$ cat config.mk
export PLATFORM = sky130hd
export DESIGN_NAME = seq_shift_right_32
export DESIGN_NICKNAME = d
export VERILOG_FILES = /design/src/rtl/cpu_pkg.sv /design/src/rtl/shift_right_one_32.sv /design/src/rtl/seq_shift_right_32.sv
export SDC_FILE = /design/constraint.sdc
export NUM_CORES = 1
export LEC_CHECK = 0
export ABC_AREA = 1
export BUFFER_PORTS_ARGS = -buffer_cell sky130_fd_sc_hd__buf_2
export CAP_MARGIN = 30
export CORE_ASPECT_RATIO = 1.4
export CORE_UTILIZATION = 40
export DETAILED_ROUTE_END_ITERATION = 10
export PLACE_DENSITY = 0.72
export SETUP_SLACK_MARGIN = 0.2
export SYNTH_ARGS = -nofsm -noshare
export SYNTH_HDL_FRONTEND = slang
export SYNTH_HIERARCHICAL = 1
export SYNTH_SLANG_ARGS = --single-unit
$ cat constraint.sdc
create_clock -name clk_i -period 1.6 [get_ports clk_i]
set_clock_uncertainty 0.05 [all_clocks]
set_input_delay 0 -clock clk_i [delete_from_list [all_inputs] [get_ports clk_i]]
set_output_delay 0 -clock clk_i [all_outputs]
set_load 0.05 [all_outputs]
$ cat src/rtl/cpu_pkg.sv
// Shared CPU definitions: datapath widths and the sequential shifter's state encoding.
package cpu_pkg;

  // Defaults shared with the ALU so the shifter and ALU operands stay the same width.
  localparam int DATA_WIDTH  = 32;
  localparam int SHAMT_WIDTH = 5;

  // Sequential shifter FSM encoding.
  typedef enum logic [1:0] {
    IDLE  = 2'd0,
    SHIFT = 2'd1,
    DONE  = 2'd2
  } shift_state_e;

endpackage

$ cat src/rtl/shift_right_one_32.sv
// Combinational one-bit right shift; the vacated MSB takes the supplied fill bit.
module shift_right_one_32
  import cpu_pkg::*;
#(
  parameter int WIDTH = DATA_WIDTH
) (
  input  logic [WIDTH-1:0] data,
  input  logic             fill,
  output logic [WIDTH-1:0] result
);

  // Drop the LSB and insert the fill bit at the top.
  assign result = {fill, data[WIDTH-1:1]};

endmodule

$ cat src/rtl/seq_shift_right_32.sv
// Multi-cycle logical/arithmetic right shifter, one bit per clock, for the SRL/SRA path.
// The fill bit is captured once at accept, so the sign is preserved over every step.
module seq_shift_right_32
  import cpu_pkg::*;
#(
  parameter int DATA_WIDTH  = cpu_pkg::DATA_WIDTH,
  parameter int SHAMT_WIDTH = cpu_pkg::SHAMT_WIDTH
) (
  input  logic                   clk_i,
  input  logic                   rst_i,
  input  logic                   start_i,
  input  logic [DATA_WIDTH-1:0]  data_i,
  input  logic [SHAMT_WIDTH-1:0] shamt_i,
  input  logic                   arith_i,
  output logic                   ready_o,
  output logic                   busy_o,
  output logic                   done_o,
  output logic [DATA_WIDTH-1:0]  data_o
);

  localparam logic [SHAMT_WIDTH-1:0] COUNT_ONE  = SHAMT_WIDTH'(1);
  localparam logic [SHAMT_WIDTH-1:0] COUNT_ZERO = '0;

  shift_state_e            state;
  logic [DATA_WIDTH-1:0]   shift_reg;
  logic [SHAMT_WIDTH-1:0]  count;
  logic                    fill;
  logic [DATA_WIDTH-1:0]   shift_next;

  // Single-step shift of the working register.
  shift_right_one_32 #(
    .WIDTH (DATA_WIDTH)
  ) u_shift_one (
    .data   (shift_reg),
    .fill   (fill),
    .result (shift_next)
  );

  // FSM, shift register, step counter and fill bit.
  // NOTE: every register here uses non-blocking assignments so all of them update
  // from the same pre-edge values; a blocking write would leak into later reads.
  always_ff @(posedge clk_i or posedge rst_i) begin
    if (rst_i) begin
      // NOTE: reset aborts an operation in flight; clearing the datapath as well
      // as the state keeps data_o deterministic and avoids a stray done pulse.
      state     <= IDLE;
      shift_reg <= '0;
      count     <= '0;
      fill      <= 1'b0;
    end else begin
      case (state)
        IDLE: begin
          if (start_i) begin
            shift_reg <= data_i;
            count     <= shamt_i;
            fill      <= arith_i & data_i[DATA_WIDTH-1];
            state     <= (shamt_i == COUNT_ZERO) ? DONE : SHIFT;
          end
        end
        SHIFT: begin
          shift_reg <= shift_next;
          count     <= count - COUNT_ONE;
          if (count == COUNT_ONE) begin
            state <= DONE;
          end
        end
        DONE: begin
          state <= IDLE;
        end
        default: begin
          state <= IDLE;
        end
      endcase
    end
  end

  // Status decodes come only from the state register; no input reaches an output.
  assign ready_o = (state == IDLE);
  assign busy_o  = (state == SHIFT) || (state == DONE);
  assign done_o  = (state == DONE);
  assign data_o  = shift_reg;

endmodule

==> out/results.ini <==
[status]
status=finished clean

[setup_path]
critPathTopFamily=buffers and inverters
start_kind=register
crit_type=register to primary output
ff2ff_setup_slack_ns=0.13
cp.required_ns=1.55
cp_common_cell=buf_4
reg2reg_to=count[3]
end_kind=primary output
cp.arrival_ns=1.43
crit_chain=inv_2, buf_4, buf_4, ha_1, clkbuf_4
cp_slowest_cell=dfrtp_2
cp_max_fo=3
r2r_start=state[0]
worst-path-buf-inv=4
worstRegToRegCells=9
critPathMaxStageDelay_ns=0.43

[sta]
setup_violations=0
hold_viol_final=0
period_share=0.928
slew_viol_final=0
fin_crit_ns=1.48
timing.setup.tns_ns=0
slew-limit-headroom=0.654
rsz0062_at_grt=true
worst_pin_slew_ns=0.519
max_clock_freq_mhz=674

[power]
power_frac_clock=0.108
p_int_mw=3.93
seqPwrFrac=0.247
power.net_switching_mw=4.30
p_leak_nw=1.56
power.density_nw_per_um2=2450
pwr-share-comb=0.646
ir_worst_vdd_v=0.00156
sw_frac_of_total=0.523

[finish]
multiInputGateArea_sq_um=1060
drive_gt1_frac=0.369
final-seq-area_sq_um=1000
nNetsFinal=422
area_growth_pct=47.5
num_antenna_cells=0
fillers=465
final_cell_mix=89 x nand2_1, 74 x buf_2, 39 x dfrtp_1, 37 x dlygate4sd3_1, 30 x a31oi_1
design_area_sq_um=3360
layout_commonest_cell=nand2_1
fin_util=0.612

[run]
drv_cap=0

[clock_network]
numCtsBuffers=5
htree_levels=2
clock_path_buffers=2
cts_tree=done
numClockSinks=40
clock_latency_ns=0.29
cts-root-buf=clkbuf_8
clkTransAtPathRegs_ns=0.08

[min_path]
hold_depth=4
hold_end=count[3]
min_from=shamt_i[3]
hold_class=primary input to register

[route]
drt_iter0_markers=104
first_pass_iters=4
drt_wl_total_um=6100
avgViaCountPerCell=4.91
drt-wirelength-per-cell_um=13.7
drc=0
vias=2184
detail-route-antenna-nets=0

[place]
postPlaceCellArea_sq_um=2500
portBuffers=75
dp_hpwl_um=3400
gp_congestion=0.776

[yosys]
ys_types=20
ys_top_cells_by_area=dfrtp_1 44%, nand2_1 15%, buf_4 11%, a31oi_1 8.8%, nor2_1 6.4%
syn-num-nets=332
synthCells=286
syn_area_sq_um=2280
ys.warnings.count=6
syn_area_per_cell_sq_um=7.96
synth_seq_cells=40
synth_seq_area_share=0.440
synth_top_cell_by_area=dfrtp_1
yosys.area.top_type_share=0.440

[floorplanning]
placementRows=32
die_height_um=91.3
die_x_um=65.8
ioPinCount=76
start_util=0.415
fp.coreArea_sq_um=5490
die-area_sq_um=6000

[global_route]
antenna_found_initial=0
grt.overflow.total=0
grt_pass1_wl_um=9260
grt_pass1_vias=2176
grtUsageTotal=0.199
grt_max_degree=41

-- cell usage after synthesis --
master    number
nand3_1        4
buf_6          6
o21ai_1        2
ha_1           5
nand4_1        1
nor2_1        39
a21oi_1        2
nand3b_1       2
o211ai_1       1
o21ai_0        5
a31oi_1       32
buf_2          8
nand2_4        1
inv_1          9
nand2_1       90
buf_4         34
o21a_1         1
nand2_2        2
dfrtp_1       40
inv_2          2
-- area by class of cell --
class                   count  share of cell area
clock buffers               6              0.0246
clock inverters             2              0.0115
inverters                  11              0.0138
multi-input cells         188               0.316
flip-flops and latches     40               0.298
well taps                  68              0.0253
repair buffers            130               0.311
-- worst register-to-register path, stage by stage, from the launching register on --
cell and delay, ns:
dfrtp_2 0.45, inv_2 0.10, ha_4 0.18, inv_4 0.06
nand2_8 0.08, nand2_8 0.10, buf_12 0.15, o21a_1 0.09
nand2_1 0.06, nand2_1 0.05
-- routing by layer --
layer | track usage | vias to the layer above | share of wire
met3 | 0.0339 | 10 | 0.037
met5 | 0 | - | 0
met2 | 0.366 | 72 | 0.52
met4 | 0.0761 | 0 | 0.015
li1 | - | 1076 | -
met1 | 0.219 | 1026 | 0.43
-- repair_timing --
item / 4_1_cts / 5_1_grt
hold buffers: 37 / 0
pin swaps: 1 / 4
resized for setup: 8 / 43
endpoints found under the hold margin: 75 / 0
endpoints found under the setup margin: 37 / 41
setup buffers: 2 / 3
gates cloned: 1 / 5
-- through the flow --
| stage | std cells | setup slack (ns) | hold WS [ns] | total power, mW |
|---|---|---|---|---|
| 2_1_floorplan | 286 | 0.207 | 0.0860 | 5.83 |
| 4_1_cts | 437 | 0.162 | 0.00389 | 7.43 |
| 5_1_grt | 445 | 0.0722 | 0.0158 | 8.75 |
| 3_3_place_gp | 389 | 0.121 | 0.0923 | 6.10 |
| 6_report | 445 | 0.115 | 0.00955 | 8.23 |
| 3_5_place_dp | 389 | 0.0445 | 0.102 | 6.18 |
-- how the worst max path moves through the flow --
stage | from | end | slack, ns | depth (start not counted)
after detailed placement | state[1] | data_o[26] | 0.04 | 7
after global placement | state[1] | data_o[23] | 0.12 | 7
after floorplan | state[1] | count[1] | 0.21 | 8
after CTS | state[0] | data_o[13] | 0.16 | 8
after global routing | state[1] | data_o[26] | 0.07 | 7
final | state[0] | done_o | 0.12 | 5
-- power by group through the flow --
stage / Combinational (mW) / Sequential (mW) / Clock, mW
3_5_place_dp: 4.24 / 1.94 / 0
5_1_grt: 5.72 / 2.09 / 0.941
2_1_floorplan: 2.56 / 3.27 / 0
3_3_place_gp: 4.17 / 1.93 / 0
6_report: 5.32 / 2.03 / 0.886
4_1_cts: 4.59 / 1.94 / 0.904
-- cell families after synthesis --
group / Yosys count / synth area share
AO/OA/AOI/OAI: 43 / 0.114
adder cells (fa/ha/maj): 5 / 0.0275
buffers and inverters: 59 / 0.177
flip-flops: 40 / 0.440
AND/OR/NAND/NOR: 139 / 0.241
-- registers in the layout, summed over array words and instances (netlist names) --
signal	count
count	5
data_o	32
fill	1
state	2
Power figures use the tool's default switching activity.
